**src/rtl/dmem_arbiter.sv**
```systemverilog
// Two-port arbiter in front of a single-port data memory (async read, sync write).
// Optional macro ARB_ROUND_ROBIN_EN swaps the starvation counter for round-robin priority.
module dmem_arbiter #(
    parameter int ADDR_W     = 32,
    parameter int DATA_W     = 32,
    parameter int STARVE_MAX = 4
) (
    input  logic              clk,
    input  logic              rst,
    input  logic              p0_req,
    input  logic              p0_we,
    input  logic [ADDR_W-1:0] p0_addr,
    input  logic [DATA_W-1:0] p0_wdata,
    output logic              p0_gnt,
    output logic              p0_rvalid,
    output logic [DATA_W-1:0] p0_rdata,
    input  logic              p1_req,
    input  logic              p1_we,
    input  logic [ADDR_W-1:0] p1_addr,
    input  logic [DATA_W-1:0] p1_wdata,
    output logic              p1_gnt,
    output logic              p1_rvalid,
    output logic [DATA_W-1:0] p1_rdata,
    output logic [ADDR_W-1:0] mem_addr,
    output logic [DATA_W-1:0] mem_wdata,
    output logic              mem_we,
    input  logic [DATA_W-1:0] mem_rdata
);

    logic win1;

`ifdef ARB_ROUND_ROBIN_EN
    logic last_win;
    logic contested;

    assign contested = p0_req & p1_req;
    // last_win = 0 means port 0 won the last contested cycle, so port 1 has priority
    assign win1 = p1_req & (~p0_req | ~last_win);

    always_ff @(posedge clk or posedge rst) begin
        if (rst) begin
            last_win <= 1'b0;
        end else if (contested) begin
            last_win <= win1;
        end
    end
`else
    localparam logic [3:0] STARVE_LIM = 4'(STARVE_MAX);
    logic [3:0] starve_cnt;

    assign win1 = p1_req & (~p0_req | (starve_cnt == STARVE_LIM));

    always_ff @(posedge clk or posedge rst) begin
        if (rst) begin
            starve_cnt <= 4'd0;
        end else if (p1_gnt || !p1_req) begin
            starve_cnt <= 4'd0;
        end else if (p0_gnt) begin
            if (starve_cnt != STARVE_LIM) begin
                starve_cnt <= starve_cnt + 4'd1;
            end
        end
    end
`endif

    // Grants are gated by rst so nothing reaches the memory while in reset
    assign p1_gnt    = win1 & ~rst;
    assign p0_gnt    = p0_req & ~win1 & ~rst;
    assign mem_addr  = win1 ? p1_addr : p0_addr;
    assign mem_wdata = win1 ? p1_wdata : p0_wdata;
    assign mem_we    = (p0_gnt & p0_we) | (p1_gnt & p1_we);

    always_ff @(posedge clk or posedge rst) begin
        if (rst) begin
            p0_rvalid <= 1'b0;
            p1_rvalid <= 1'b0;
            p0_rdata  <= '0;
            p1_rdata  <= '0;
        end else begin
            p0_rvalid <= p0_gnt & ~p0_we;
            p1_rvalid <= p1_gnt & ~p1_we;
            if (p0_gnt && !p0_we) begin
                p0_rdata <= mem_rdata;
            end
            if (p1_gnt && !p1_we) begin
                p1_rdata <= mem_rdata;
            end
        end
    end

endmodule

```
**config.mk**
```make
export PLATFORM = sky130hd
export DESIGN_NAME = dmem_arbiter
export DESIGN_NICKNAME = d
export VERILOG_FILES = /design/src/rtl/dmem_arbiter.sv
export SDC_FILE = /design/constraint.sdc
export NUM_CORES = 1
export LEC_CHECK = 0
export ABC_AREA = 1
export CAP_MARGIN = 20
export CELL_PAD_IN_SITES_DETAIL_PLACEMENT = 0
export CELL_PAD_IN_SITES_GLOBAL_PLACEMENT = 2
export CORE_ASPECT_RATIO = 0.9
export CORE_MARGIN = 1.5
export CORE_UTILIZATION = 17
export CTS_BUF_LIST = sky130_fd_sc_hd__clkbuf_4
export DETAILED_ROUTE_END_ITERATION = 8
export GPL_ROUTABILITY_DRIVEN = 1
export HOLD_SLACK_MARGIN = 0.15
export MAX_ROUTING_LAYER = met4
export PLACE_DENSITY_LB_ADDON = 0.2
export SLEW_MARGIN = 0
export SYNTH_ARGS = -nofsm -noshare
export SYNTH_HDL_FRONTEND = slang
export SYNTH_SLANG_ARGS = --single-unit
```
**constraint.sdc**
```tcl
create_clock -name clk -period 5.21 [get_ports clk]
set_clock_uncertainty 0.05 [all_clocks]
set_input_delay 0.521 -clock clk [delete_from_list [all_inputs] [get_ports clk]]
set_output_delay 0.521 -clock clk [all_outputs]
set_load 0.1 [all_outputs]
```
==> reports/qor.log, run 1 <==
[outcome] outcome completed
[floorplanning] number of placement rows 51
[synthesis] Post-Synthesis Net Count 704
[cells_and_area] share of final-layout standard cells stronger than drive strength 1 0.1089
[drt] residual antenna-violating net count after detailed routing 0
[critical_path] critical path data required time 4.64 ns
[synthesis] dominant cell by count in the synthesized netlist sky130_fd_sc_hd__nand2_1
[synthesis] portion of synthesized cell area occupied by the leading cell type 0.4604
[hold_path] instance count along the most critical hold path 2
[cells_and_area] layout net count 980
[synthesis] Syn. warnings 0
[timing] clock period minus final worst setup slack 3.974 ns
[synthesis] most instantiated flip-flop cell in the synthesis netlist sky130_fd_sc_hd__dfrtp_1
[power_and_ir_drop] share of power burned in registers 0.246
[timing] smallest setup slack after layout 1.236 ns
[synthesis] Post-synth EDFFs 0
[place] placement-stage worst setup slack 1.318 ns
[cells_and_area] Final Cell Area 0.007086 mm^2
[clocking] Max H-tree Level 3
[clocking] Clk Latency, worst-skew pair 0.41 ns
[place] placed wire-length estimate 11,870 um
[timing] slew margin rel. 0.3009
[critical_path] RR Startpoint starve_cnt[0]$_DFFE_PP0P_
[floorplanning] Die Height 144.9 um
[clocking] Post CTS Setup Buffer Count 0
[hold_path] path category of the worst min-delay check flip-flop to flip-flop
[synthesis] share of synthesized registers carrying an async set or reset 1.000
[clocking] maximum buffer depth of the clock tree 2
[clocking] TritonCTS clock tree yes
[timing] max-slew violations 0
[grt] overall routing resource usage 0.1403
[timing] Post-Route Hold Slack 0.4316 ns
[synthesis] Yosys top cell by area sky130_fd_sc_hd__dfrtp_1
[place] gp weighted congestion 0.8442
[drt] number of vias per cell after detailed routing 4.084
[power_and_ir_drop] cell-internal power 1.311 mW
[clocking] number of buffers added to fix hold violations after cts 0
[hold_path] Hold Path End p0_rdata[8]$_DFFE_PP0P_
[synthesis] instance count of the mapped netlist 536
[place] Area after DPL 0.006874 mm^2
[grt] first-pass GRT wire length 25,300 um
[critical_path] critical path class flip-flop to output port
[critical_path] FF-to-FF path depth 9
[critical_path] startpoint type of the worst setup path flip-flop
[clocking] clock root cell sky130_fd_sc_hd__clkbuf_4
[floorplanning] I/O Pins 299
[clocking] number of buffers created by CTS 9
[grt] largest net degree at the start of global routing 83
[timing] setup repair after global routing missed its margin false
[timing] Final Hold Viols 0
[drt] DRC Markers 0
[critical_path] endpoint class of the critical path output port
[timing] final sum of negative setup slack 0 ns
[grt] number of antenna violations at the first check in global routing 1
[cells_and_area] layout overhead on the synthesized area 86.22%
[drt] DR WL/cell 14.66 um
[synthesis] count of unique library cells instantiated by Yosys 22
[critical_path] largest fanout on the critical path 82
[synthesis] commonest cells in the netlist sky130_fd_sc_hd__nand2_1 (328), sky130_fd_sc_hd__dfrtp_1 (70), sky130_fd_sc_hd__nand4_1 (66)
[hold_path] start point of the worst hold path p0_rdata[8]$_DFFE_PP0P_
[power_and_ir_drop] clock network fraction of total power 0.178
[power_and_ir_drop] Cell Pwr Density 395.5 mW/mm^2
[synthesis] Cell Area, Synth 0.003805 mm^2
[drt] drt first-iter violations 224
[critical_path] setup slack on the worst flop-to-flop path 2.11 ns
[grt] number of global-route vias before repair 4,414
[floorplanning] full die area 0.02329 mm^2
[synthesis] synthesized area divided by synthesized cell count 7.099 um^2
[floorplanning] core area 0.02182 mm^2
[synthesis] register area share after synthesis 0.4604
[critical_path] arrival time reported for the critical path endpoint 3.40 ns
[floorplanning] Initial Utilization 0.1743
[timing] share of the cycle needed by the critical path after routing 0.7627
[power_and_ir_drop] proportion of total power due to net switching 0.5321
[timing] FMAX 251.7 MHz
[power_and_ir_drop] worst voltage drop across the vdd grid 0.0001731 V
[drt] final WL 16,250 um
[timing] worst slew pin tran 1.045 ns
[floorplanning] width of the die 160.7 um
[power_and_ir_drop] Leakage 3.462 nW
[timing] Setup Viol. Count Final 0
[cells_and_area] final core area utilization 0.3247
[synthesis] number of synthesized register bits 70
[clocking] clock transition at the registers of the reported paths 0.11 ns
[clocking] sink count of the clock tree 70
[place] number of buffers added on ports 298
[grt] overflow left after global routing 0
[cells_and_area] count of fill cells added during filler insertion 2,348
[run] number of max-cap violations 0
[clocking] post-cts gate resize count 0
[power_and_ir_drop] net switching power 1.491 mW
[synthesis] leading post-synthesis cells by cell area sky130_fd_sc_hd__dfrtp_1 (46%), sky130_fd_sc_hd__nand2_1 (32%), sky130_fd_sc_hd__nand4_1 (11%), sky130_fd_sc_hd__buf_2 (1.8%), sky130_fd_sc_hd__clkbuf_1 (1.8%)
[drt] detailed-route via count 4,529
[critical_path] FF-to-FF End p0_rdata[29]$_DFFE_PP0P_
[drt] number of optimization iterations in the first detailed-route pass 4
[power_and_ir_drop] combinational share of power 0.576
-- area by class of cell --
class                           count  area [um^2]  area share
Sequential cell                    70         1752      0.2472
Inverter                           12        47.55    0.006710
Clock inverter                      6        133.9     0.01889
Antenna cell                        1        2.502   0.0003532
Tap cell                          291        364.1     0.05139
Timing Repair Buffer              305         2910      0.4107
Clock buffer                       10        75.07     0.01060
Multi-Input combinational cell    414         1800      0.2541
-- sequential cells by signal, summed over array words and instances (netlist names) --
register	count
p1_rdata	32
p0_rvalid	1
p1_rvalid	1
p0_rdata	32
starve_cnt	4
-- power by group through the flow --
stage	clock network, mW	logic (mW)	registers, mW
3_3_place_gp	0	1.62	0.698
6_report	0.499	1.61	0.688
5_1_grt	0.549	1.67	0.702
2_1_floorplan	0	0.481	1.38
4_1_cts	0.525	1.63	0.690
3_5_place_dp	0	1.62	0.699
-- worst max-delay path, cell delays in order, from the launching register on --
cell,delay (ns)
sky130_fd_sc_hd__dfrtp_1,0.41
sky130_fd_sc_hd__inv_1,0.09
sky130_fd_sc_hd__ha_1,0.20
sky130_fd_sc_hd__nand3_1,0.16
sky130_fd_sc_hd__nand2_2,0.12
sky130_fd_sc_hd__nand2_4,0.64
sky130_fd_sc_hd__nand2_1,0.12
sky130_fd_sc_hd__nand2_1,0.11
sky130_fd_sc_hd__clkdlybuf4s50_1,1.13
-- worst max path at each step --
stage / from / endpoint / slack [ns] / depth (start not counted)
after detailed placement: p0_req / mem_wdata[15] / 1.32 / 6
final: starve_cnt[0]$_DFFE_PP0P_ / mem_wdata[15] / 1.24 / 8
after floorplan: rst / p0_rdata[0]$_DFFE_PP0P_ / 1.51 / 3
after global routing: starve_cnt[0]$_DFFE_PP0P_ / mem_wdata[0] / 0.89 / 8
after global placement: p0_req / mem_wdata[12] / 1.37 / 6
after CTS: starve_cnt[0]$_DFFE_PP0P_ / mem_wdata[15] / 1.11 / 8
-- placed cells by master, fill, tap and decap left out --
master,instances
sky130_fd_sc_hd__a21oi_1,1
sky130_fd_sc_hd__a21oi_4,1
sky130_fd_sc_hd__buf_16,1
sky130_fd_sc_hd__buf_4,64
sky130_fd_sc_hd__bufinv_16,4
sky130_fd_sc_hd__clkbuf_4,10
sky130_fd_sc_hd__clkdlybuf4s50_1,240
sky130_fd_sc_hd__clkinv_1,1
sky130_fd_sc_hd__clkinv_2,1
sky130_fd_sc_hd__clkinv_4,1
sky130_fd_sc_hd__dfrtp_1,70
sky130_fd_sc_hd__diode_2,1
sky130_fd_sc_hd__ha_1,2
sky130_fd_sc_hd__inv_1,10
sky130_fd_sc_hd__inv_4,1
sky130_fd_sc_hd__nand2_1,328
sky130_fd_sc_hd__nand2_2,1
sky130_fd_sc_hd__nand2_4,1
sky130_fd_sc_hd__nand3_1,4
sky130_fd_sc_hd__nand3_2,1
sky130_fd_sc_hd__nand4_1,66
sky130_fd_sc_hd__nand4_2,1
sky130_fd_sc_hd__nor2_1,1
sky130_fd_sc_hd__nor2_2,1
sky130_fd_sc_hd__nor2_4,1
sky130_fd_sc_hd__o21ai_0,3
sky130_fd_sc_hd__o21ai_1,1
sky130_fd_sc_hd__xnor2_1,1
-- per-layer routing --
metal,vias to the layer above,GRT usage,part of all wire
met2,166,0.2346,0.49
li1,2269,-,-
met4,0,0.01806,0.0068
met3,9,0.04631,0.075
met1,2085,0.1681,0.43
met5,-,-,0
-- logic make-up after synthesis --
logic type / Yosys count / share of synthesized area
adders and majority gates: 2 / 0.006576
and+or+nand+nor: 405 / 0.4522
xor gates and xnor gates: 1 / 0.002302
buffers and inverters: 52 / 0.06971
DFF: 70 / 0.4604
AOI/OAI and AO/OA: 6 / 0.008875
-- per-stage QoR --
step	power (mW)	instances
6_report	2.802	1109
5_1_grt	2.923	1109
4_1_cts	2.842	1108
3_5_place_dp	2.322	1092
3_3_place_gp	2.321	1091
2_1_floorplan	1.863	536
(Power assumes the default switching activity.)
==> inputs of run 2 (changes only) <==
--- a/config.mk
+++ b/config.mk
@@ -11,7 +11,7 @@
 export CELL_PAD_IN_SITES_GLOBAL_PLACEMENT = 2
 export CORE_ASPECT_RATIO = 0.9
 export CORE_MARGIN = 1.5
-export CORE_UTILIZATION = 17
+export CORE_UTILIZATION = 15
 export CTS_BUF_LIST = sky130_fd_sc_hd__clkbuf_4
 export DETAILED_ROUTE_END_ITERATION = 8
 export GPL_ROUTABILITY_DRIVEN = 1
==> constraint.sdc (replaced) <==
create_clock -name clk -period 3.3 [get_ports clk]
set_clock_uncertainty 0.05 [all_clocks]
set_input_delay 0.33 -clock clk [delete_from_list [all_inputs] [get_ports clk]]
set_output_delay 0.33 -clock clk [all_outputs]
set_load 0.1 [all_outputs]
==> run 2 against run 1 <==
Net effect: die area increased by 13%; sequential power is 58% higher; count of clock-buffer cells in the layout down 1; routed wire length is 15% higher; worst setup slack worse by 0.95 ns; utilization fell by 0.82 points; power is 57% higher; critical endpoint is now mem_addr[6]; highest routed layer unchanged.
==> reports/qor.log, run 2 (synthesis results as in run 1) <==
[power_and_ir_drop] Leakage 3.749 nW [+8.3%]
[clocking] sink count of the clock tree 70 [unchanged]
[floorplanning] number of placement rows 55 [+7.8%]
[cells_and_area] footprint of the multi-input gates 0.001804 mm^2 [+0.21%]
[cells_and_area] layout overhead on the synthesized area 108.3%
[timing] slew margin rel. 0.2905 [-0.01031]
[timing] Final Hold Viols 0 [unchanged]
[run] number of max-cap violations 0 [unchanged]
[drt] number of optimization iterations in the first detailed-route pass 4 [unchanged]
[grt] met2 Use GR 0.2536 [+0.01901]
[drt] number of vias per cell after detailed routing 3.985 [-2.4%]
[outcome] outcome completed
[cells_and_area] final core area utilization 0.3164 [-0.008242]
[drt] residual antenna-violating net count after detailed routing 0 [unchanged]
[clocking] post-cts gate resize count 0 [unchanged]
[timing] Setup Viol. Count Final 0 [unchanged]
[clocking] TritonCTS clock tree yes
[clocking] number of buffers added to fix hold violations after cts 0 [unchanged]
[timing] worst slew pin tran 1.061 ns [+0.01542 ns]
[cells_and_area] count of fill cells added during filler insertion 2,647 [+13%]
[timing] final sum of negative setup slack 0 ns [unchanged]
[drt] final WL 18,700 um [+15%]
[critical_path] critical path data required time 2.92 ns [-1.72 ns]
[timing] max-slew violations 0 [unchanged]
[grt] overall routing resource usage 0.1432 [+0.002926]
[timing] setup repair after global routing missed its margin false
[grt] first-pass GRT wire length 27,520 um [+8.8%]
[floorplanning] core area 0.02505 mm^2 [+15%]
[clocking] clock transition at the registers of the reported paths 0.13 ns [+0.02 ns]
[cells_and_area] register cell area after layout 0.001752 mm^2 [unchanged]
[grt] grt peak-use layer met2
[floorplanning] width of the die 170.9 um [+6.3%]
[place] gp weighted congestion 0.8606 [+1.9%]
[power_and_ir_drop] post-layout total power 4.405 mW [+57%]
[grt] met3 GRT Util 0.04427 [-0.002039]
[power_and_ir_drop] net switching power 2.419 mW [+62%]
[hold_path] path category of the worst min-delay check primary input to flip-flop
[power_and_ir_drop] share of power burned in registers 0.248 [+0.002]
[clocking] Post CTS Setup Buffer Count 0 [unchanged]
[floorplanning] I/O Pins 299 [unchanged]
[cells_and_area] top library cells by usage in the layout, fill and taps aside sky130_fd_sc_hd__nand2_1 (328), sky130_fd_sc_hd__clkdlybuf4s50_1 (228), sky130_fd_sc_hd__dfrtp_1 (70), sky130_fd_sc_hd__buf_12 (69), sky130_fd_sc_hd__nand4_1 (66)
[drt] drt first-iter violations 141 [-37%]
[timing] FMAX 331.5 MHz
[grt] overflow left after global routing 0 [unchanged]
[clocking] clock root cell sky130_fd_sc_hd__clkbuf_4
[drt] DRC Markers 0 [unchanged]
[place] number of buffers added on ports 298 [unchanged]
[power_and_ir_drop] clock network fraction of total power 0.124 [-0.054]
[clocking] maximum buffer depth of the clock tree 2 [unchanged]
[power_and_ir_drop] proportion of total power due to net switching 0.5492 [+0.01706]
[grt] number of antenna violations at the first check in global routing 1 [unchanged]
[power_and_ir_drop] worst voltage drop across the vdd grid 0.0003245 V [+87%]
[critical_path] critical path class flip-flop to output port
[place] placed wire-length estimate 13,670 um [+15%]
[grt] met1 Usage GRT 0.1543 [-0.01380]
[drt] DR WL/cell 16.04 um [+9.4%]
[cells_and_area] top flop regs p0_rdata (32), p1_rdata (32), starve_cnt (4)
[floorplanning] Initial Utilization 0.1519 [-0.02245]
[critical_path] arrival time reported for the critical path endpoint 2.64 ns [-0.76 ns]
[grt] largest net degree at the start of global routing 104 [+25%]
[cells_and_area] share of final-layout standard cells stronger than drive strength 1 0.1265 [+0.01759]
[timing] share of the cycle needed by the critical path after routing 0.9142
[timing] clock period minus final worst setup slack 3.017 ns
[cells_and_area] most common library cell in the layout ignoring fill and taps sky130_fd_sc_hd__nand2_1
[grt] number of global-route vias before repair 4,699 [+6.5%]
[critical_path] endpoint class of the critical path output port
[critical_path] startpoint type of the worst setup path flip-flop
[critical_path] largest fanout on the critical path 56 [-32%]
[drt] detailed-route via count 4,647 [+2.6%]
[clocking] Max H-tree Level 3 [unchanged]
[power_and_ir_drop] cell-internal power 1.986 mW [+51%]
[power_and_ir_drop] combinational share of power 0.628 [+0.052]
[clocking] number of buffers created by CTS 9 [unchanged]
[floorplanning] Die Height 154.1 um [+6.3%]
[clocking] Clk Latency, worst-skew pair 0.44 ns [+0.03 ns]
[floorplanning] full die area 0.02633 mm^2 [+13%]
[power_and_ir_drop] Cell Pwr Density 555.7 mW/mm^2 [+41%]
[cells_and_area] layout net count 986 [+0.61%]
## run 2: layer usage
| metal | vias to the layer above | part of all wire |
|---|---|---|
| li1 | 2286 | - |
| met3 | 22 | 0.085 |
| met4 | 0 | 0.014 |
| met5 | - | 0 |
| met1 | 2143 | 0.39 |
| met2 | 196 | 0.51 |
## run 2: final cells by class
| type | instances | share of cell area |
|---|---|---|
| clock buffers | 9 | 0.008524 |
| clock inverters | 6 | 0.006788 |
| repair buffers | 311 | 0.4755 |
| inverters | 12 | 0.005998 |
| multi-input cells | 414 | 0.2276 |
| flip-flops and latches | 70 | 0.2210 |
| diodes | 2 | 0.0006314 |
| well taps | 342 | 0.05399 |
## run 2: path summary, 6_finish.rpt
path                                            from                   endpoint  slack [ns]  depth (start not counted)
max                        starve_cnt[0]$_DFFE_PP0P_                mem_addr[6]        0.28                          9
min                                    mem_rdata[31]   p1_rdata[31]$_DFFE_PP0P_        0.42                          3
max reg2reg                starve_cnt[0]$_DFFE_PP0P_   p0_rdata[26]$_DFFE_PP0P_        0.81                          9
min reg2reg                 p0_rdata[19]$_DFFE_PP0P_   p0_rdata[19]$_DFFE_PP0P_        0.43                          2
max in group asynchronous                        rst   p1_rdata[30]$_DFFE_PP0P_        2.21                          3
min in group asynchronous                        rst  starve_cnt[0]$_DFFE_PP0P_        0.56                          3
## run 2: power by group through the flow
stage	combinational, mW	sequential, mW	clock (mW)
floorplan	0.759	2.18	0
global placement	2.78	1.11	0
detailed placement	2.78	1.11	0
CTS	2.79	1.10	0.593
global route	2.86	1.11	0.629
finish	2.76	1.09	0.546
## run 2: critical path: stages, from the launching register on
cell,delay [ns]
sky130_fd_sc_hd__dfrtp_1,0.41
sky130_fd_sc_hd__inv_1,0.09
sky130_fd_sc_hd__ha_1,0.20
sky130_fd_sc_hd__nand3_1,0.16
sky130_fd_sc_hd__nand2_2,0.12
sky130_fd_sc_hd__nand2_4,0.51
sky130_fd_sc_hd__buf_4,0.32
sky130_fd_sc_hd__nand2_1,0.07
sky130_fd_sc_hd__nand2_1,0.12
sky130_fd_sc_hd__buf_12,0.18
## run 2: per-stage QoR
step / area [um^2] / setup WS (ns) / cells / hold WS, ns
6_report: 7926 / 0.2830 / 1166 / 0.4192
5_1_grt: 7924 / 0.02031 / 1165 / 0.3768
2_1_floorplan: 3810 / 0.4129 / 536 / 0.4242
4_1_cts: 7921 / 0.1617 / 1164 / 0.3699
3_3_place_gp: 7800 / 0.6240 / 1149 / 0.4044
3_5_place_dp: 7800 / 0.5895 / 1149 / 0.4080
